### src/rtl/div_pkg.sv
// Shared types and constants for the iterative RV64M integer divider.
package div_pkg;

    typedef enum logic [1:0] {
        DIV  = 2'b00,
        DIVU = 2'b01,
        REM  = 2'b10,
        REMU = 2'b11
    } div_op_e;

    typedef enum logic [1:0] {
        IDLE,
        CALC,
        FIX,
        DONE
    } div_state_e;

    localparam int DIV_ITER_D = 64;
    localparam int DIV_ITER_W = 32;

    function automatic logic op_is_signed(div_op_e op);
        return (op == DIV) || (op == REM);
    endfunction

    function automatic logic op_is_rem(div_op_e op);
        return (op == REM) || (op == REMU);
    endfunction

endpackage

### src/rtl/div_step.sv
// One radix-2 restoring division iteration: shift {rem, quo} left, trial-subtract divisor.
module div_step #(
    parameter int WIDTH = 64
) (
    input  logic [WIDTH-1:0] rem_i,
    input  logic [WIDTH-1:0] quo_i,
    input  logic [WIDTH-1:0] divisor_i,
    output logic [WIDTH-1:0] rem_o,
    output logic [WIDTH-1:0] quo_o
);

    logic [WIDTH:0] rem_sh;
    logic [WIDTH:0] diff;

    // rem < divisor on entry, so the shifted value needs one extra bit; diff[WIDTH] is the borrow.
    always_comb begin
        rem_sh = {rem_i, quo_i[WIDTH-1]};
        diff   = rem_sh - {1'b0, divisor_i};
        if (diff[WIDTH]) begin
            rem_o = rem_sh[WIDTH-1:0];
            quo_o = {quo_i[WIDTH-2:0], 1'b0};
        end else begin
            rem_o = diff[WIDTH-1:0];
            quo_o = {quo_i[WIDTH-2:0], 1'b1};
        end
    end

endmodule

### src/rtl/int_divider.sv
// Iterative RV64M DIV/DIVU/REM/REMU unit, one quotient bit per cycle.
// Define RV64_DIVW_EN to add the `word` port for the 32-bit W variants (WIDTH must be 64).
module int_divider
    import div_pkg::*;
#(
    parameter int WIDTH = DIV_ITER_D
) (
    input  logic             clk,
    input  logic             reset,
    input  logic             start,
    input  logic [1:0]       op,
`ifdef RV64_DIVW_EN
    input  logic             word,
`endif
    input  logic [WIDTH-1:0] dividend,
    input  logic [WIDTH-1:0] divisor,
    output logic             busy,
    output logic             done,
    output logic [WIDTH-1:0] result
);

    localparam int CNT_W = $clog2(WIDTH);

    div_state_e       state_q;
    div_op_e          op_q;
    logic [WIDTH-1:0] rem_q, quo_q, dvs_q, result_q;
    logic [CNT_W-1:0] cnt_q, last_q;
    logic             quo_neg_q, rem_neg_q, busy_q, done_q;
`ifdef RV64_DIVW_EN
    logic             word_q;
`endif

    logic             sgn, a_neg, b_neg, div_zero, ovf;
    logic [WIDTH-1:0] a_ext, b_ext, a_mag, b_mag, quo_init, min_val;
    logic [CNT_W-1:0] last_d;
    logic [WIDTH-1:0] rem_d, quo_d, quo_fix, rem_fix, result_d;

    // NOTE: every signal written here gets a default first so no latch is inferred.
    always_comb begin
        sgn     = op_is_signed(div_op_e'(op));
        a_ext   = dividend;
        b_ext   = divisor;
        min_val = {1'b1, {(WIDTH-1){1'b0}}};
        last_d  = CNT_W'(WIDTH - 1);
`ifdef RV64_DIVW_EN
        if (word) begin
            a_ext   = {{(WIDTH-32){sgn & dividend[31]}}, dividend[31:0]};
            b_ext   = {{(WIDTH-32){sgn & divisor[31]}}, divisor[31:0]};
            min_val = {{(WIDTH-31){1'b1}}, 31'b0};
            last_d  = CNT_W'(DIV_ITER_W - 1);
        end
`endif
        a_neg    = sgn & a_ext[WIDTH-1];
        b_neg    = sgn & b_ext[WIDTH-1];
        a_mag    = a_neg ? -a_ext : a_ext;
        b_mag    = b_neg ? -b_ext : b_ext;
        div_zero = (b_ext == '0);
        ovf      = sgn && (a_ext == min_val) && (b_ext == '1);
        quo_init = a_mag;
`ifdef RV64_DIVW_EN
        // Word mode parks the 32-bit magnitude in the top half so 32 shifts consume it.
        if (word) quo_init = a_mag << DIV_ITER_W;
`endif
    end

    div_step #(.WIDTH(WIDTH)) u_step (
        .rem_i     (rem_q),
        .quo_i     (quo_q),
        .divisor_i (dvs_q),
        .rem_o     (rem_d),
        .quo_o     (quo_d)
    );

    always_comb begin
        quo_fix  = quo_neg_q ? -quo_q : quo_q;
        rem_fix  = rem_neg_q ? -rem_q : rem_q;
        result_d = op_is_rem(op_q) ? rem_fix : quo_fix;
`ifdef RV64_DIVW_EN
        if (word_q) result_d = {{(WIDTH-32){result_d[31]}}, result_d[31:0]};
`endif
    end

    // NOTE: sequential state uses non-blocking assignments so all registers update together.
    always_ff @(posedge clk or posedge reset) begin
        if (reset) begin
            state_q   <= IDLE;
            op_q      <= DIV;
            rem_q     <= '0;
            quo_q     <= '0;
            dvs_q     <= '0;
            result_q  <= '0;
            cnt_q     <= '0;
            last_q    <= '0;
            quo_neg_q <= 1'b0;
            rem_neg_q <= 1'b0;
            busy_q    <= 1'b0;
            done_q    <= 1'b0;
`ifdef RV64_DIVW_EN
            word_q    <= 1'b0;
`endif
        end else begin
            case (state_q)
                IDLE, DONE: begin
                    done_q <= 1'b0;
                    busy_q <= 1'b0;
                    state_q <= IDLE;
                    if (start) begin
                        op_q   <= div_op_e'(op);
                        cnt_q  <= '0;
                        last_q <= last_d;
                        busy_q <= 1'b1;
`ifdef RV64_DIVW_EN
                        word_q <= word;
`endif
                        // Fast paths preload final values with signs cleared; FIX passes them through.
                        if (div_zero) begin
                            quo_q     <= '1;
                            rem_q     <= a_ext;
                            quo_neg_q <= 1'b0;
                            rem_neg_q <= 1'b0;
                            state_q   <= FIX;
                        end else if (ovf) begin
                            quo_q     <= a_ext;
                            rem_q     <= '0;
                            quo_neg_q <= 1'b0;
                            rem_neg_q <= 1'b0;
                            state_q   <= FIX;
                        end else begin
                            quo_q     <= quo_init;
                            rem_q     <= '0;
                            dvs_q     <= b_mag;
                            quo_neg_q <= a_neg ^ b_neg;
                            rem_neg_q <= a_neg;
                            state_q   <= CALC;
                        end
                    end
                end
                CALC: begin
                    rem_q <= rem_d;
                    quo_q <= quo_d;
                    cnt_q <= cnt_q + CNT_W'(1);
                    if (cnt_q == last_q) state_q <= FIX;
                end
                FIX: begin
                    result_q <= result_d;
                    busy_q   <= 1'b0;
                    done_q   <= 1'b1;
                    state_q  <= DONE;
                end
                default: state_q <= IDLE;
            endcase
        end
    end

    assign busy   = busy_q;
    assign done   = done_q;
    assign result = result_q;

endmodule
### config.mk
export PLATFORM = sky130hd
export DESIGN_NAME = int_divider
export DESIGN_NICKNAME = d
export VERILOG_FILES = /design/src/rtl/div_pkg.sv /design/src/rtl/div_step.sv /design/src/rtl/int_divider.sv
export SDC_FILE = /design/constraint.sdc
export NUM_CORES = 1
export LEC_CHECK = 0
export CAP_MARGIN = 25
export CORE_UTILIZATION = 64
export CTS_CLUSTER_DIAMETER = 60
export CTS_CLUSTER_SIZE = 14
export DETAILED_ROUTE_END_ITERATION = 10
export MAX_ROUTING_LAYER = met4
export PLACE_DENSITY = 0.86
export SYNTH_ARGS = -nofsm -noshare
export SYNTH_HDL_FRONTEND = slang
export SYNTH_SLANG_ARGS = --single-unit
### constraint.sdc
create_clock -name clk -period 20.3 [get_ports clk]
set_clock_uncertainty 0.1 [all_clocks]
set_input_delay 6.09 -clock clk [delete_from_list [all_inputs] [get_ports clk]]
set_output_delay 6.09 -clock clk [all_outputs]
set_load 0.03 [all_outputs]
==> run summary <==
max-slew violation count -> 0
share of cells above drive strength 1 -> 4.46%
HP Class -> reg -> reg
number of synthesized flops with an enable pin -> 0
Die W -> 184 µm
critical path launch point type -> input pin
Pwr Total -> 4.69 mW
Filler cells -> 2358
Maximum Capacitance Violations -> 0
sw frac -> 52.1%
buffer levels on the longest clock path -> 3
core area -> 32600 µm²
GRT Overall Usage -> 42.0%
Die Area -> 34000 µm²
Final period util -> 53.4%
kind of critical path -> in -> reg
initial antenna violation count -> 3
part of the power in registers -> 24.8%
internal power -> 2.25 mW
FMAX -> 0.0922 GHz
Mapped Nets -> 2885
Die Y -> 184 µm
worst slew pin tran -> 1.13 ns
Yosys top cell by area -> dfrtp_1
pin count of the biggest net entering global routing -> 128
top cells by area, synth -> dfrtp_1 32%, xor2_1 8.4%, a21oi_1 6.7%, o21ai_0 6.0%, nand2_1 4.5%
Hold Fails Final Rpt -> 0
worst r2r src -> quo_q[63]
Num CTS Buffers -> 28
mapped cell area -> 21300 µm²
Crit. End Element -> flop
Critical Path Slowest Stage Cell -> nor4_1
via/cell ratio -> 6.67
Pre-Repair DR Iteration Count -> 6
via count -> 21500
NetSw -> 2.44 mW
final RePlAce weighted congestion -> 1.06
r2r endpoint -> rem_q[60]
Layout area overhead -> 14.5%
reg2reg setup slack -> 14.57 ns
Final nets -> 2974
DRT iter0 DRCs -> 2739
Synth async-reset ratio -> 100%
placed wire-length estimate -> 52500 µm
crit-path max FO -> 111
clock-pin slew on the worst setup and hold paths -> 0.06 ns
Initial Util -> 65.2%
DRC -> 0
Yosys top cell area share -> 31.7%
port bufs -> 198
static leakage -> 9.82 nW
Detail Route Antenna Nets -> 0
top-count cell post-synth -> a21oi_1
Top FF cell, synth -> dfrtp_1
Worst EP arrival -> 11.20 ns
# rows -> 66
share of power burned in the clock network -> 10.8%
Ports -> 199
sequential fraction of the synthesis area -> 31.7%
Yosys warning total -> 0
root buffer cell -> clkbuf_16
Tmin final -> 10.84 ns
Post-CTS Setup Inserts -> 0
Final Core Density -> 74.7%
Critical Path RT -> 20.66 ns
CP Cell Sequence -> clkdlybuf4s50_1 -> or4_1 -> nor4_1 -> nand3b_1 -> nor4_1 -> nand4_1 -> nand3b_1 -> nand4_1 -> buf_4 -> nor2_1 -> a21oi_1
first-pass GRT wire length -> 109000 µm
depth of the most critical reg-to-reg path -> 15
status -> finished clean
crit path capture -> dvs_q[25]
max incr delay on CP -> 0.91 ns
Routed wire per std cell -> 21.7 µm
grt total ovfl -> 0
cts repair resizes -> 0
clock latency on the worst-skew pair -> 0.56 ns
Post-Layout Cell Count -> 3225
CP Launch Point -> dividend[13]
peak supply drop -> 0.122 mV
vias in the first global route -> 19900
relative slew slack -> 23.7%
CTS tree -> done
syn_area_per_cell -> 7.95 µm²
Power Density -> 193 nW/µm²
post-synth cell types -> 66
setup violation total in the final timing report -> 0
DP Cell Count -> 3176
H-tree Lvls -> 1
Synth Instances -> 2678
RSZ-0062 raised after global routing -> false
#FFs+latches synth -> 270
top cells by count, synth -> 287 x a21oi_1, 270 x dfrtp_1, 256 x nand2_1
Comb power frac -> 64.4%
WL final -> 70000 µm
count of hold-fix buffers inserted at cts -> 0
setup TNS -> 0 ns
# clock sinks -> 270
## worst max-delay path: cells and delay by family
| kind | cells | cell delay (ns) |
|---|---|---|
| compound gates | 1 | 0.17 |
| buf+inv | 2 | 1.35 |
| simple gates | 8 | 3.51 |
## power groups by stage
| stage | clock network (mW) | registers, mW | logic, mW |
|---|---|---|---|
| after detailed placement | 0 | 1.14 | 2.92 |
| after global placement | 0 | 1.12 | 2.84 |
| after floorplan | 0 | 1.13 | 2.08 |
| final | 0.507 | 1.16 | 3.02 |
| after global routing | 0.525 | 1.18 | 3.29 |
| after CTS | 0.504 | 1.13 | 2.95 |
## how the worst min path moves through the flow
stage	endpoint	cells past startpoint	slack, ns	start
global placement	result[37]	1	0.36	result[37]
finish	result[17]	1	0.38	result[17]
CTS	result[17]	1	0.38	result[17]
global route	result[17]	1	0.39	result[17]
floorplan	dvs_q[27]	2	0.35	dvs_q[27]
detailed placement	result[17]	1	0.37	result[17]
## sequential cells by signal (all words and copies together), names as in the netlist
signal and cells:
busy 1, cnt_q 6, done 1, dvs_q 64, last_q 1, op_q 1, quo_neg_q 1, quo_q 64
rem_neg_q 1, rem_q 64, result 64, state_q 2
## metal layers
metal  vias to the layer above  global-route usage (%)  routed length (µm)
li1                       9830                       -                   -
met1                      9967                    58.0               28600
met2                      1480                    59.8               29600
met3                       232                    8.63                8820
met4                         0                    17.1                3000
met5                         -                       -                   0
## logic make-up (layout without fill, tap and decap cells)
| kind of cell | count (synthesis) | count (layout) | synth area share (%) |
|---|---|---|---|
| other cells | 0 | 3 | 0 |
| xor+xnor | 310 | 310 | 12.8 |
| buf+inv | 282 | 384 | 5.04 |
| simple gates | 824 | 824 | 18.7 |
| compound gates | 868 | 868 | 24.9 |
| flops | 270 | 270 | 31.7 |
| fa+ha+maj | 74 | 74 | 4.39 |
| mux | 50 | 50 | 2.52 |
## per-stage QoR
stage | cell area, µm² | setup slack (ns) | hold slack (ns)
2_1_floorplan | 21300 | 6.67 | 0.350
3_3_place_gp | 23400 | 9.51 | 0.360
3_5_place_dp | 23400 | 9.28 | 0.369
4_1_cts | 24300 | 9.83 | 0.383
5_1_grt | 24400 | 9.14 | 0.388
6_report | 24400 | 9.46 | 0.383
## placed cells by master (no fill, tap or decap), types with 5 or more instances in the layout
| cell type | instances |
|---|---|
| a31oi_1 | 15 |
| o22ai_1 | 10 |
| nand2b_1 | 23 |
| o31ai_1 | 75 |
| xor2_1 | 202 |
| a21o_1 | 41 |
| nand4_1 | 42 |
| o21ai_0 | 254 |
| dfrtp_1 | 269 |
| a211oi_1 | 18 |
| or3_1 | 98 |
| nor3_1 | 50 |
| clkbuf_16 | 29 |
| o221ai_1 | 28 |
| or4_1 | 26 |
| xnor2_1 | 106 |
| nor2_1 | 206 |
| a221oi_1 | 19 |
| a22oi_1 | 7 |
| nand3_1 | 29 |
| o41ai_1 | 33 |
| mux2i_1 | 22 |
| a41oi_1 | 5 |
| o21a_1 | 10 |
| buf_4 | 23 |
| clkdlybuf4s50_1 | 198 |
| mux2_2 | 28 |
| nor4_1 | 23 |
| and2_1 | 8 |
| o211ai_1 | 23 |
| inv_1 | 114 |
| a221o_1 | 5 |
| nor2b_1 | 13 |
| a21oi_1 | 287 |
| ha_1 | 73 |
| and3_1 | 19 |
| o21bai_1 | 15 |
| nand2_1 | 256 |
| or2_2 | 10 |
## cell type report
class	count	area (µm²)	share of cell area, %
well taps	442	553	2.27
clock inverters	10	126	0.519
clock buffers	33	741	3.04
diodes	3	7.51	0.0308
inverters	117	447	1.83
multi-input cells	2126	13500	55.4
flip-flops and latches	270	6760	27.7
repair buffers	224	2220	9.13
Note: power is estimated with default switching activity, not from simulation.
